==> src/rtl/seq_divider_pkg.sv <==
// Shared types for seq_divider: FSM states, counter sizing,
// and divide-by-zero result constants.
package div_pkg;

  typedef enum logic [1:0] {
    IDLE = 2'd0,
    CALC = 2'd1,
    FIX  = 2'd2
  } state_t;

  localparam bit DBZ_SET = 1'b1;
  localparam bit DBZ_CLR = 1'b0;

  function automatic int cnt_w(int w);
    return $clog2(w + 1);
  endfunction

endpackage

==> src/rtl/seq_divider_if.sv <==
// seq_divider request/result bundle.
// master: start, signed_mode, dividend, divisor -> ready, done, results.
interface seq_divider_if #(
  parameter int WIDTH = 16
);
  logic             start;
  logic             signed_mode;
  logic [WIDTH-1:0] dividend;
  logic [WIDTH-1:0] divisor;
  logic             ready;
  logic             done;
  logic [WIDTH-1:0] quotient;
  logic [WIDTH-1:0] remainder;
  logic             divide_by_zero;

  modport master (
    output start, signed_mode, dividend, divisor,
    input  ready, done, quotient, remainder,
    input  divide_by_zero
  );

  modport slave (
    input  start, signed_mode, dividend, divisor,
    output ready, done, quotient, remainder,
    output divide_by_zero
  );
endinterface

==> src/rtl/seq_divider_step.sv <==
// div_step: one combinational restoring-division iteration.
// in: rem, dsr, bit_in  out: rem_nx, q_bit
module div_step #(
  parameter int WIDTH = 16
) (
  input  logic [WIDTH-1:0] rem,
  input  logic [WIDTH-1:0] dsr,
  input  logic             bit_in,
  output logic [WIDTH-1:0] rem_nx,
  output logic             q_bit
);
  logic [WIDTH:0] part;

  assign part  = {rem, bit_in};
  assign q_bit = part >= {1'b0, dsr};
  // The kept difference is below dsr, so
  // modulo-2^WIDTH subtraction is exact.
  assign rem_nx = q_bit ? part[WIDTH-1:0] - dsr
                        : part[WIDTH-1:0];
endmodule

==> src/rtl/seq_divider.sv <==
// Iterative radix-2 restoring divider, one quotient bit per clock.
// Ports: clk, rst_n (async low), bus (seq_divider_if.slave).
import div_pkg::*;

module seq_divider #(
  parameter int WIDTH     = 16,
  parameter bit SIGNED_EN = 1'b1
) (
  input  logic         clk,
  input  logic         rst_n,
  seq_divider_if.slave bus
);
  localparam int CW = cnt_w(WIDTH);

  state_t           state;
  logic [CW-1:0]    cnt;
  logic [WIDTH-1:0] acc;
  logic [WIDTH-1:0] rem;
  logic [WIDTH-1:0] dsr;
  logic             sign_q;
  logic             sign_r;
  logic             dbz;

  logic             eff;
  logic             sd;
  logic             sv;
  logic [WIDTH-1:0] mag_a;
  logic [WIDTH-1:0] mag_b;
  logic [WIDTH-1:0] rem_nx;
  logic             q_bit;

  assign eff   = bus.signed_mode & SIGNED_EN;
  assign sd    = eff & bus.dividend[WIDTH-1];
  assign sv    = eff & bus.divisor[WIDTH-1];
  assign mag_a = sd ? -bus.dividend : bus.dividend;
  assign mag_b = sv ? -bus.divisor : bus.divisor;

  assign bus.ready = (state == IDLE);

  div_step #(.WIDTH(WIDTH)) u_step (
    .rem    (rem),
    .dsr    (dsr),
    .bit_in (acc[WIDTH-1]),
    .rem_nx (rem_nx),
    .q_bit  (q_bit)
  );

  always_ff @(posedge clk or negedge rst_n) begin
    if (!rst_n) begin
      state              <= IDLE;
      cnt                <= '0;
      acc                <= '0;
      rem                <= '0;
      dsr                <= '0;
      sign_q             <= 1'b0;
      sign_r             <= 1'b0;
      dbz                <= 1'b0;
      bus.done           <= 1'b0;
      bus.quotient       <= '0;
      bus.remainder      <= '0;
      bus.divide_by_zero <= 1'b0;
    end else begin
      bus.done <= 1'b0;
      unique case (state)
        IDLE: begin
          if (bus.start) begin
            cnt    <= '0;
            rem    <= '0;
            dsr    <= mag_b;
            sign_q <= sd ^ sv;
            sign_r <= sd;
            if (bus.divisor == '0) begin
              // Raw dividend is kept for the remainder.
              dbz   <= DBZ_SET;
              acc   <= bus.dividend;
              state <= FIX;
            end else begin
              dbz   <= DBZ_CLR;
              acc   <= mag_a;
              state <= CALC;
            end
          end
        end
        CALC: begin
          // acc shifts dividend bits out, quotient bits in.
          acc <= {acc[WIDTH-2:0], q_bit};
          rem <= rem_nx;
          cnt <= cnt + 1'b1;
          if (cnt == CW'(WIDTH - 1)) begin
            state <= FIX;
          end
        end
        FIX: begin
          if (dbz) begin
            bus.quotient  <= '1;
            bus.remainder <= acc;
          end else begin
            bus.quotient  <= sign_q ? -acc : acc;
            bus.remainder <= sign_r ? -rem : rem;
          end
          bus.divide_by_zero <= dbz;
          bus.done           <= 1'b1;
          state              <= IDLE;
        end
        default: state <= IDLE;
      endcase
    end
  end
endmodule
==> src/flat_wrapper.sv <==
// flat-port wrapper written by rule: the top's interface ports become plain ports
module seq_divider_flat 
#(
  parameter int WIDTH     = 16,
  parameter bit SIGNED_EN = 1'b1
)
  (clk, rst_n, bus_start, bus_signed_mode, bus_dividend, bus_divisor, bus_ready, bus_done, bus_quotient, bus_remainder, bus_divide_by_zero);
  seq_divider_if #(.WIDTH(WIDTH)) bus_i ();
  input  logic clk;
  input  logic rst_n;
  input wire logic [$bits(bus_i.start)-1:0] bus_start;
  input wire logic [$bits(bus_i.signed_mode)-1:0] bus_signed_mode;
  input wire logic [$bits(bus_i.dividend)-1:0] bus_dividend;
  input wire logic [$bits(bus_i.divisor)-1:0] bus_divisor;
  output wire logic [$bits(bus_i.ready)-1:0] bus_ready;
  output wire logic [$bits(bus_i.done)-1:0] bus_done;
  output wire logic [$bits(bus_i.quotient)-1:0] bus_quotient;
  output wire logic [$bits(bus_i.remainder)-1:0] bus_remainder;
  output wire logic [$bits(bus_i.divide_by_zero)-1:0] bus_divide_by_zero;
  assign bus_i.start = bus_start;
  assign bus_i.signed_mode = bus_signed_mode;
  assign bus_i.dividend = bus_dividend;
  assign bus_i.divisor = bus_divisor;
  assign bus_ready = bus_i.ready;
  assign bus_done = bus_i.done;
  assign bus_quotient = bus_i.quotient;
  assign bus_remainder = bus_i.remainder;
  assign bus_divide_by_zero = bus_i.divide_by_zero;
  seq_divider #(.WIDTH(WIDTH), .SIGNED_EN(SIGNED_EN)) u_core (.clk(clk), .rst_n(rst_n), .bus(bus_i));
endmodule
==> config.mk <==
export PLATFORM = sky130hd
export DESIGN_NAME = seq_divider_flat
export DESIGN_NICKNAME = d
export VERILOG_FILES = /design/src/rtl/seq_divider_pkg.sv /design/src/rtl/seq_divider_if.sv /design/src/rtl/seq_divider_step.sv /design/src/rtl/seq_divider.sv /design/src/flat_wrapper.sv
export SDC_FILE = /design/constraint.sdc
export NUM_CORES = 1
export LEC_CHECK = 0
export ABC_AREA = 0
export CORE_MARGIN = 3
export CORE_UTILIZATION = 61
export CTS_CLUSTER_DIAMETER = 120
export CTS_CLUSTER_SIZE = 12
export DETAILED_ROUTE_END_ITERATION = 7
export PLACE_DENSITY_LB_ADDON = 0.12
export SETUP_SLACK_MARGIN = 0.2
export SLEW_MARGIN = 5
export SYNTH_ARGS = -nofsm -noshare
export SYNTH_HDL_FRONTEND = slang
export SYNTH_SLANG_ARGS = --single-unit
==> constraint.sdc <==
create_clock -name clk -period 7.5 [get_ports clk]
set_clock_uncertainty 0.1 [all_clocks]
set_input_delay 1.5 -clock clk [delete_from_list [all_inputs] [get_ports clk]]
set_output_delay 1.5 -clock clk [all_outputs]
set_load 0.02 [all_outputs]
==> impl_results.md <==
* Result of the run: finished, final reports clean
* Drt first pass iters at 5
* Async S/R FF share, synth at 100%
* Root Driver: sky130_fd_sc_hd__clkbuf_8
* Initial cell density of the core at 63.2%
* Worst slew margin relative to its limit at 26.7%
* Vertical extent of the die at 104 um
* Met1 usage in global routing at 38.3%
* Final worst path period share at 57.4%
* Number of antenna cells inserted at 0
* Maximum number of pins on one net before global-route repair at 72
* Area leader, netlist: sky130_fd_sc_hd__dfrtp_1
* Design internal power at 1720 uW
* Number of gates resized after CTS at 0
* IO Port Bufs at 70
* Sort of element at the start of the critical path: input pin
* Number of clock buffers inserted by TritonCTS at 9
* Most used standard cells in the synthesized netlist: 98 x sky130_fd_sc_hd__nand2_1, 92 x sky130_fd_sc_hd__dfrtp_1, 86 x sky130_fd_sc_hd__o21ai_0
* Share of post-route cells with drive strength above 1 at 4.97%
* Global Route met3 Usage at 4.10%
* Highest-utilization routing layer at the global route stage: met2
* DPL Wire Length at 10700 um
* Global-route wire length before repair at 24200 um
* Area share of the leading cell type in the synthesized netlist at 39.0%
* Finished Layout Cells at 873
* CTS H-tree depth at 3
* Setup bufs post-CTS at 0
* Cells taking the most area after synthesis: sky130_fd_sc_hd__dfrtp_1 39%, sky130_fd_sc_hd__o21ai_0 7.3%, sky130_fd_sc_hd__nand2_1 6.2%
* Detailed router's first-iteration violation count at 329
* Final-report max-slew violation count at 0
* Remaining DRCs at 0
* Top FF cell, synth: sky130_fd_sc_hd__dfrtp_1
* Maximum fanout along the worst path at 7
* End-of-flow core utilization at 73.6%
* Sequence of cells on the critical path: clkdlybuf4s50_1 > inv_1 > ha_1 > or4b_4 > or4_4 > or4_4 > nand3_1 > nand2_1 > a21oi_1 > a221o_1
* Post-synthesis net count at 752
* Clock insertion delay at the later pin of the skew report at 0.36 ns
* Global routing usage summed across all routing layers at 27.0%
* Total of warnings raised by yosys at 0
* TritonCTS clock tree: done
* Final Setup Violations at 0
* Vias per cell at 5.97
* Count of flip-flops with a built-in enable after synthesis at 0
* Slowest cell on crit path: sky130_fd_sc_hd__or4_4
* Highest ir drop seen on vdd at 272 uV
* Reported net switching power at 1480 uW
* Worst EP required at 7.69 ns
* Power density over the cells at 465 nW/um2
* Library cell appearing most often on the critical path: sky130_fd_sc_hd__or4_4
* Weighted congestion reported at the end of routability-driven placement at 0.914
* Setup crit end kind: flop
* Die Outline Area at 10900 um2
* F_max at 0.232 GHz
* Gr ovfl total at 0
* Number of nets with antenna violations after routing at 0
* Cell Area, Synth at 5900 um2
* Buffer depth of the longest clock path at 2
* Width of the die at 104 um
* Transition at the pin with the smallest max-transition slack at 1.10 ns
* Top-count cell post-synth: sky130_fd_sc_hd__nand2_1
* GRT met2 Usage at 43.1%
* Share of total power in combinational logic at 57.0%
* Kind of cell adding the most delay to the critical path: simple AND/OR/NAND/NOR gates
* Final routed wire length divided by cell count at 16.6 um
* Aggregate negative setup slack at 0 ns
* Number of antenna violations at the first check in global routing at 0
* Total number of placement rows at 35
* Clock sink total at 92
* FF-to-FF setup slack at 3.97 ns
* Sequential area share after synthesis at 39.0%
* Clock network fraction of design power at 12.0%
* Reg power frac at 30.9%
* Number of library cell types mapped by synthesis at 59
* Cell count after synthesis at 693
* Final #Nets at 798
* Avg Inst Size Synth at 8.51 um2
* Switching part of the total power at 46.2%
* WP buf/inv at 2
* Clock-pin slew on the worst setup and hold paths at 0.10 ns
* Vias after detailed routing at 5214
* Top-level port count at 71
* Area Overhead vs Synth at 16.4%
* Final Total Pwr at 3190 uW
* Setup repair after global routing missed its margin: no
* Placed cell count at 857
* Final critical path time including I/O delays and setup at 4.31 ns
* Vias in the first global route at 4900
* Synthesized flop and latch total at 92
* Signal arrival time at the worst endpoint at 4.50 ns
* Min-delay worst type: flop to flop
* Routed wire length at 14500 um
* Kind of critical path: input pin to flop
* Largest stage delay on the critical path at 0.55 ns
* Area of the core at 9330 um2
* Leak Pwr at 0.00294 uW
* Number of hold-repair buffers added at the cts stage at 0
* Final-report hold violation count at 0
* Count of maximum capacitance violations at 0
[worst register-to-register path, cell delays in order (launching register included)]
cell                      delay (ns)
sky130_fd_sc_hd__dfrtp_1        0.50
sky130_fd_sc_hd__ha_1           0.41
sky130_fd_sc_hd__and4_1         0.27
sky130_fd_sc_hd__and4_1         0.21
sky130_fd_sc_hd__or3b_2         0.46
sky130_fd_sc_hd__a21o_1         0.20
sky130_fd_sc_hd__nand2_1        0.69
sky130_fd_sc_hd__mux2_2         0.42
sky130_fd_sc_hd__a22o_1         0.18
[cell type report]
cell class | instances | area, um2
Multi-Input combinational cell | 529 | 3320
Clock inverter | 7 | 105
Fill cell | 732 | 2470
Clock buffer | 9 | 124
Sequential cell | 92 | 2300
Inverter | 33 | 124
Timing Repair Buffer | 74 | 728
Tap cell | 129 | 161
[logic make-up after synthesis]
family | count (synthesis) | synth area share (%)
AND/OR/NAND/NOR | 211 | 16.7
AO/OA/AOI/OAI | 209 | 21.3
flip-flops | 92 | 39.0
buffers and inverters | 72 | 4.77
XOR/XNOR | 69 | 10.2
adder cells (fa/ha/maj) | 23 | 5.01
multiplexers | 17 | 2.95
[final timing paths]
check | from | to | depth (start not counted)
max | bus_divisor[0] | u_core.acc[1]$_DFFE_PN0P_ | 10
min | u_core.bus.quotient[0]$_DFFE_PN0P_ | u_core.bus.quotient[0]$_DFFE_PN0P_ | 2
max reg2reg | u_core.rem[6]$_DFFE_PN0P_ | u_core.rem[10]$_DFFE_PN0P_ | 8
min reg2reg | u_core.bus.quotient[0]$_DFFE_PN0P_ | u_core.bus.quotient[0]$_DFFE_PN0P_ | 2
max in group asynchronous | rst_n | u_core.acc[15]$_DFFE_PN0P_ | 2
min in group asynchronous | rst_n | u_core.rem[6]$_DFFE_PN0P_ | 1
[power groups by stage]
| stage | clock network (uW) | logic, uW | registers, uW |
|---|---|---|---|
| finish | 384 | 1820 | 987 |
| detailed placement | 0 | 1800 | 989 |
| global placement | 0 | 1740 | 978 |
| global route | 412 | 2040 | 1020 |
| CTS | 389 | 1820 | 979 |
| floorplan | 0 | 1360 | 925 |
[placed cells by master (no fill, tap or decap), drive strengths merged, types with 14 or more instances in the layout]
cell type / count
a21oi: 46
dfrtp: 92
o31ai: 18
nand2: 100
mux2i: 14
o21ai: 89
ha: 22
xor2: 40
clkdlybuf4s50: 69
inv: 35
nor2: 55
xnor2: 29
[flip-flops by register name, summed over array words and instances, names as in the netlist]
register,flops
u_core.bus.divide_by_zero,1
u_core.acc,16
u_core.cnt,5
u_core.rem,16
u_core.bus.done,1
u_core.dsr,16
u_core.state,2
u_core.bus.remainder,16
u_core.sign_r,1
u_core.bus.quotient,16
u_core.sign_q,1
u_core.dbz,1
[stage by stage]
stage          hold WS [ns]  area [um2]  setup slack (ns)
6_report              0.379        6860              3.19
5_1_grt               0.404        6860              3.14
4_1_cts               0.384        6860              3.23
3_5_place_dp          0.360        6630              2.86
3_3_place_gp          0.356        6630              2.95
2_1_floorplan         0.349        5900              3.48
[metal layers]
layer | vias up | wire (um)
met5 | - | 0
met4 | 0 | 236
met3 | 22 | 805
met2 | 171 | 6720
met1 | 2496 | 6720
li1 | 2525 | -
Power figures use the tool's default switching activity.
